$ cat config.mk
export PLATFORM = sky130hd
export DESIGN_NAME = counter_scheduler
export DESIGN_NICKNAME = d
export VERILOG_FILES = /design/src/rtl/counter_scheduler.sv
export SDC_FILE = /design/constraint.sdc
export NUM_CORES = 1
export LEC_CHECK = 0
export CORE_MARGIN = 2
export CORE_UTILIZATION = 45
export DETAILED_ROUTE_END_ITERATION = 8
export MAX_ROUTING_LAYER = met4
export PLACE_DENSITY = 0.77
export RECOVER_POWER = 50
export SLEW_MARGIN = 20
export SYNTH_ARGS = -nofsm -noshare
export SYNTH_HDL_FRONTEND = slang
export SYNTH_SLANG_ARGS = --single-unit
$ cat constraint.sdc
create_clock -name clock -period 3.5 [get_ports clock]
set_input_delay 0.7 -clock clock [delete_from_list [all_inputs] [get_ports clock]]
set_output_delay 0.7 -clock clock [all_outputs]
set_load 0.005 [all_outputs]
$ cat src/rtl/counter_scheduler.sv
`default_nettype none
// ============================================================================
// Module      : counter_scheduler
// Description : Round-robin arbiter that lends one shared down-counter to
//               REQS requesters. The winner's interval length is captured
//               at grant, then counted down on tick strobes. The owner gets
//               a done pulse on expiry or an abort pulse if it drops req.
// Revision    : 1.0  initial release
// ============================================================================
module counter_scheduler #(
  parameter int REQS  = 4,
  parameter int WIDTH = 8,
  parameter int IDXW  = $clog2(REQS)
) (
  input  logic                  clock,
  input  logic                  reset_n,
  input  logic [REQS-1:0]       req,
  input  logic [REQS*WIDTH-1:0] len,
  input  logic                  tick,
  output logic [REQS-1:0]       grant,
  output logic [REQS-1:0]       done,
  output logic [REQS-1:0]       abort,
  output logic [IDXW-1:0]       owner,
  output logic [WIDTH-1:0]      count,
  output logic                  busy
);

  typedef enum logic [1:0] {
    S_IDLE = 2'd0,
    S_LOAD = 2'd1,
    S_RUN  = 2'd2,
    S_DONE = 2'd3
  } state_t;

  state_t            state_q, state_d;
  logic [REQS-1:0]   grant_q, grant_d;
  logic [REQS-1:0]   done_q, done_d;
  logic [REQS-1:0]   abort_q, abort_d;
  logic [IDXW-1:0]   owner_q, owner_d;
  logic [IDXW-1:0]   last_q, last_d;
  logic [WIDTH-1:0]  count_q, count_d;

  logic              w_found;
  logic [IDXW-1:0]   w_winner;
  logic [WIDTH-1:0]  w_owner_len;

  // Length slice of the current owner; only consumed in LOAD.
  assign w_owner_len = len[int'(owner_q)*WIDTH +: WIDTH];

  // Round-robin search starting just after the last owner, wrapping.
  always_comb begin
    w_found  = 1'b0;
    w_winner = last_q;
    for (int i = 1; i <= REQS; i++) begin
      if (!w_found && req[(int'(last_q) + i) % REQS]) begin
        w_found  = 1'b1;
        w_winner = IDXW'((int'(last_q) + i) % REQS);
      end
    end
  end

  // Next-state and next-output computation for the scheduler FSM.
  always_comb begin
    state_d = state_q;
    grant_d = grant_q;
    done_d  = '0;
    abort_d = '0;
    owner_d = owner_q;
    last_d  = last_q;
    count_d = count_q;
    case (state_q)
      S_IDLE: begin
        if (w_found) begin
          state_d           = S_LOAD;
          owner_d           = w_winner;
          grant_d           = '0;
          grant_d[w_winner] = 1'b1;
        end
      end
      S_LOAD: begin
        count_d = w_owner_len;
        if (w_owner_len == '0) begin
          state_d          = S_DONE;
          done_d[owner_q]  = 1'b1;
          grant_d          = '0;
          last_d           = owner_q;
        end else begin
          state_d = S_RUN;
        end
      end
      S_RUN: begin
        // Terminal tick is checked first so completion beats a same-cycle drop.
        if (tick && count_q == WIDTH'(1)) begin
          state_d          = S_DONE;
          count_d          = '0;
          done_d[owner_q]  = 1'b1;
          grant_d          = '0;
          last_d           = owner_q;
        end else if (!req[owner_q]) begin
          state_d          = S_IDLE;
          abort_d[owner_q] = 1'b1;
          grant_d          = '0;
          last_d           = owner_q;
        end else if (tick && count_q != '0) begin
          count_d = count_q - WIDTH'(1);
        end
      end
      S_DONE: begin
        state_d = S_IDLE;
      end
      default: begin
        state_d = S_IDLE;
        grant_d = '0;
      end
    endcase
  end

  // State and registered outputs; reset discards any interval in flight.
  always_ff @(posedge clock or negedge reset_n) begin
    if (!reset_n) begin
      state_q <= S_IDLE;
      grant_q <= '0;
      done_q  <= '0;
      abort_q <= '0;
      owner_q <= '0;
      last_q  <= IDXW'(REQS - 1);
      count_q <= '0;
    end else begin
      state_q <= state_d;
      grant_q <= grant_d;
      done_q  <= done_d;
      abort_q <= abort_d;
      owner_q <= owner_d;
      last_q  <= last_d;
      count_q <= count_d;
    end
  end

  assign grant = grant_q;
  assign done  = done_q;
  assign abort = abort_q;
  assign owner = owner_q;
  assign count = count_q;
  assign busy  = (state_q != S_IDLE);

endmodule
`default_nettype wire
## After elaboration in Yosys (flattened, before gate mapping)

Cells that the tools add are included.
W data, S select, Z words.

- Add/subtract/negate cells: 5
- $lt $le $gt $ge: 8
- Equal/unequal tests: 9
- Shift operators: 1
- Muxes and demuxes: 50
- Bitwise operators: 4
- Reductions and logical operators: 25

Operators with widths:

| cell | number |
|---|---|
| $mux W4 | 9 |
| $shiftx A32 B6 Y8 | 1 |
| $mux W8 | 3 |
| $mux W2 | 10 |
| $lt A3 B4 Y1 const B | 4 |
| $mux W1 | 16 |
| $pmux W8 S2 | 1 |
| $pmux W4 S3 | 1 |
| $bmux W1 S2 | 5 |
| $ne A3 B3 Y1 const B | 3 |
| $eq A8 B1 Y1 const B | 1 |
| $logic_not A8 Y1 | 1 |
| $pmux W2 S4 | 1 |
| $pmux W4 S2 | 1 |
| $reduce_bool A8 Y1 | 1 |
| $reduce_or A2 Y1 | 4 |
| $sub A8 B1 Y8 const B | 1 |
| $logic_and A1 B1 Y1 | 7 |
| $lt A2 B3 Y1 const B | 2 |
| $reduce_and A3 Y1 | 2 |
| $add A2 B1 Y2 const B | 2 |
| $add A2 B2 Y2 const B | 2 |
| $and A1 B1 Y1 const A | 4 |
| $demux W1 S2 | 2 |
| 11 further kinds | 18 |

- Bits in registers: 26

## Logic depth before layout (Yosys ltp)

- Word-level depth: 22
- Gate-level depth with buffers: 8
- Depth with buffers taken out: 7

## Worst setup path after synthesis

Ideal clock, no wire load.

- Path type: register to register
- Start: reg count_q[1] (netlist: count[1])
- End: reg grant_q[0] (netlist: grant[0])
- Setup time: 0.125 ns
- Arrival: 2.311 ns
- Setup slack: 1.064 ns
- Stages on the path, launching flop included: 8
- Period minus slack after synthesis: 2.436 ns
- Path through: dfrtp_1 > inv_1 > ha_1 > or4bb_1 > o21a_4 > a22oi_2 > nor3b_4 > mux2_4

- Longest elaborated chain between the ends: 4
- Elaborated cells between the ends (all ways): 6
- Classes of those cells: eq/ne (2); mux (2); reduce/logical (2)

Ends and longest elaborated chain:

| what | line | text |
|---|---|---|
| start, declared | 41 | `logic [WIDTH-1:0] count_q, count_d;` |
| start signal, assigned | 135 | `count_q <= count_d;` |
| $eq A8 B1 Y1 * | 93 | `if (tick && count_q == WIDTH'(1)) begin` |
| $logic_and A1 B1 Y1 * | 93 |  |
| $ne A3 B3 Y1 (no line) or $mux W4 (tied branches) | - |  |
| $reduce_and A4 Y1 (no line) or $pmux W4 S3 (tied branches) | - |  |
| end signal, assigned | 130 | `grant_q <= grant_d;` |
| end, declared | 36 | `logic [REQS-1:0] grant_q, grant_d;` |

Mark *: on every way between the ends. The rest lies on a longest branch, timed or not.
A chain may end at the register's enable or synchronous reset.

## Worst setup path in the final report

- Start: reg owner_q[0] (netlist: owner[0])
- End: reg grant_q[1] (netlist: grant[1])

- Longest elaborated chain between the ends: 4
- Elaborated cells between the ends (all ways): 7
- Classes of those cells: eq/ne (2); shift (1); mux (2); reduce/logical (2)

Ends and longest elaborated chain:

| what | line | text |
|---|---|---|
| start, declared | 39 | `logic [IDXW-1:0] owner_q, owner_d;` |
| start signal, assigned | 133 | `owner_q <= owner_d;` |
| $shiftx A32 B6 Y8 or $bmux W1 S2 (tied branches) | 48, 99 |  |
| $logic_not A8 Y1 or $mux W1 (tied branches) | 82, 99 |  |
| $ne A2 B2 Y1 (no line) or $ne A3 B3 Y1 (tied branches) | - |  |
| $reduce_and A4 Y1 (no line) * | - |  |

Mark *: on every way between the ends. The rest lies on a longest branch, timed or not. The select of a mux whose other input is x is not followed.

==> impl_metrics.py <==
metrics = {
    "worst_hold_path": {
        "hold_depth": 1,
        "hold_end": "grant[0]",
        "hold_start": "grant[0]",
        "hold_path.class": "reg -> reg",
    },
    "logic_synthesis": {
        "yosysSeqAreaShare_pct": 38.1,
        "synth_edf_count": 0,
        "async_flop_share_pct": 100,
        "ys.flop_type": "dfrtp_1",
        "yosysWarnings": 0,
        "ys_top_cells_by_area": "dfrtp_1, mux4_2, ha_1",
        "ys_types": 43,
        "synth_top_area_share_pct": 35.0,
        "synth_nets": 206,
        "synth_area_leader_cell": "dfrtp_1",
        "syn-cell-area_mm2": 0.00172,
        "avgSynthCellArea_um2": 10.7,
        "netlist_instances": 161,
        "ys_ff_latch": 26,
    },
    "power_and_ir_drop": {
        "p_leak_uw": 0.00101,
        "peakVddDrop_mv": 0.538,
        "powerDensity_mw_per_mm2": 813,
    },
    "clock_network": {
        "cts_hold_buf": 0,
        "ctsResizeCount": 0,
        "ctsRootBufferMaster": "clkbuf_8",
        "clk_pin_slew_worst_paths_ps": 90,
        "cts-buffers-inserted": 3,
        "h-tree-depth": 1,
        "cts.path.max_buffers": 2,
        "cts_tree": "built",
        "clock_sinks": 26,
        "clock_latency_ps": 280,
        "cts_setup_buffers": 0,
    },
    "timing": {
        "clock_skew_ps": 3.43,
        "tns_ps": 0,
        "slew_headroom_pct": 6.83,
        "hold_violations": 0,
        "tightest_slew_ps": 1400,
        "timing.fmax_mhz": 355,
        "grt_setup_unrepaired": "false",
        "hold_slack_ps": 527,
        "final-setup-viol-count": 0,
        "drv_slew": 0,
        "final.period_utilization_pct": 80.5,
        "fin_crit_ps": 2820,
    },
    "placed_design": {
        "gp_congestion": 0.885,
        "place_hpwl_mm": 3.50,
        "numPortBuffers": 61,
    },
    "setup_path": {
        "end_kind": "flop",
        "cp_slowest_stage_delay_ps": 830,
        "startpoint_type": "flop",
        "rr_endpoint": "grant[1]",
        "slowest_stage": "dfrtp_1",
        "ff2ff_setup_slack_ps": 680,
        "path_cells": "mux4_2, nor4_2, a21boi_1, nor3b_4, mux2_4",
        "critPathMaxFanout": 18,
        "crit_arrival_ps": 2980,
        "crit_required_ps": 3670,
        "r2r-start": "owner[0]",
        "path_class": "reg -> reg",
        "ff2ff_path_depth": 5,
    },
    "finish": {
        "final_cell_mix": "clkdlybuf4s50_1, dfrtp_1, nand2_1, dlygate4sd3_1, nor2_1",
        "layout_commonest_cell": "clkdlybuf4s50_1",
        "n_antenna_cell": 0,
        "layout.nets": 267,
        "area_delta_synth_final_pct": 39.6,
        "drive_above_1_share_pct": 12.7,
    },
    "floorplanning": {
        "die_area_mm2": 0.00432,
        "die_y_um": 65.7,
        "io_pins": 62,
        "start_util_pct": 46.9,
        "die_x_um": 65.7,
        "core_mm2": 0.00366,
        "rows": 22,
    },
    "detailed_routing": {
        "dr.pass1.iters": 4,
        "ant_nets": 0,
        "wl_mm": 4.53,
        "post_drt_via_cell_ratio": 5.66,
        "drc": 0,
        "drtIter0Drc": 160,
        "vias": 1518,
        "detail_route.wl_per_cell_um": 16.9,
    },
    "global_route": {
        "grt_max_degree": 27,
        "grt_usage_pct": 23.7,
        "antenna_found_initial": 0,
        "grt_pass1_wl_mm": 7.47,
        "grt_pass1_vias": 1558,
        "overflow": 0,
    },
    "run_status": {
        "status": "completed",
    },
    "flow_run": {
        "drv_cap": 0,
    },
}
-- worst max-delay path by stage --
stage               startpoint  endpoint  slack (ps)
detailed placement        tick  grant[1]         400
global route          owner[0]  grant[1]         470
CTS                   owner[0]  grant[1]         660
floorplan             count[1]  grant[0]        1060
finish                owner[0]  grant[1]         680
global placement          tick  grant[2]         480
-- critical path, delay by kind of cell (launching register included) --
kind,cells,cell delay (ps)
muxes,2,960
DFF,1,830
and+or+nand+nor,2,720
AOI/OAI and AO/OA,1,190
-- report_power, final --
| group | leakage (uW) | internal, uW | switching [uW] | total (uW) |
|---|---|---|---|---|
| combinational | 0.000654 | 638 | 523 | 1160 |
| clock | 0.0000216 | 77.5 | 97.5 | 175 |
| sequential | 0.000331 | 417 | 193 | 610 |
-- Yosys cell counts, drive strengths merged (2+ instances only) --
master,instances
a21boi,2
a21oi,6
a22o,5
a31oi,4
buf,5
clkbuf,2
dfrtp,24
dfstp,2
ha,6
inv,7
mux2,7
mux4,9
nand2,17
nand2b,8
nor2,10
nor3,9
nor3b,7
nor4,4
o21ai,8
o31ai,2
-- stage by stage --
stage | power [uW] | worst slack, ps | util, % | instances | area [um^2]
finish | 1950 | 684 | 65.4 | 268 | 2390
global route | 2090 | 467 | 65.4 | 268 | 2390
CTS | 1950 | 660 | 65.5 | 268 | 2400
detailed placement | 1770 | 399 | 64.4 | 265 | 2360
global placement | 1730 | 480 | 64.4 | 265 | 2360
floorplan | 1390 | 1060 | - | 161 | 1720
-- cells by family (layout without fill, tap and decap cells) --
group	after synthesis	in the layout	share of synthesized area [%]
adders and majority gates	6	6	4.38
DFF	26	26	38.1
muxes	17	17	17.9
buffers and inverters	15	74	4.30
AOI/OAI and AO/OA	36	36	15.0
and+or+nand+nor	61	61	20.3
-- sequential cells by signal (all words and copies together) (netlist names) --
name	cells
count	8
abort	4
done	4
grant	4
last_q	2
owner	2
state_q	2
-- per-layer routing --
metal | global-route usage (%) | share of wire [%] | wire, um | up-vias
met1 | 27.8 | 42 | 1910 | 747
met2 | 41.4 | 52 | 2340 | 48
li1 | - | - | - | 718
met5 | - | 0 | 0 | -
met4 | 9.11 | 1.4 | 65 | 0
met3 | 3.08 | 4.7 | 214 | 5
-- layout make-up --
cell class,count,area [um^2]
clock buffer,3,41.3
fill,287,1270
inverter,8,30.0
multi-input combinational,120,988
sequential,26,653
tap,48,60.1
timing repair buffer,63,622
Note: power is estimated with default switching activity, not from simulation.
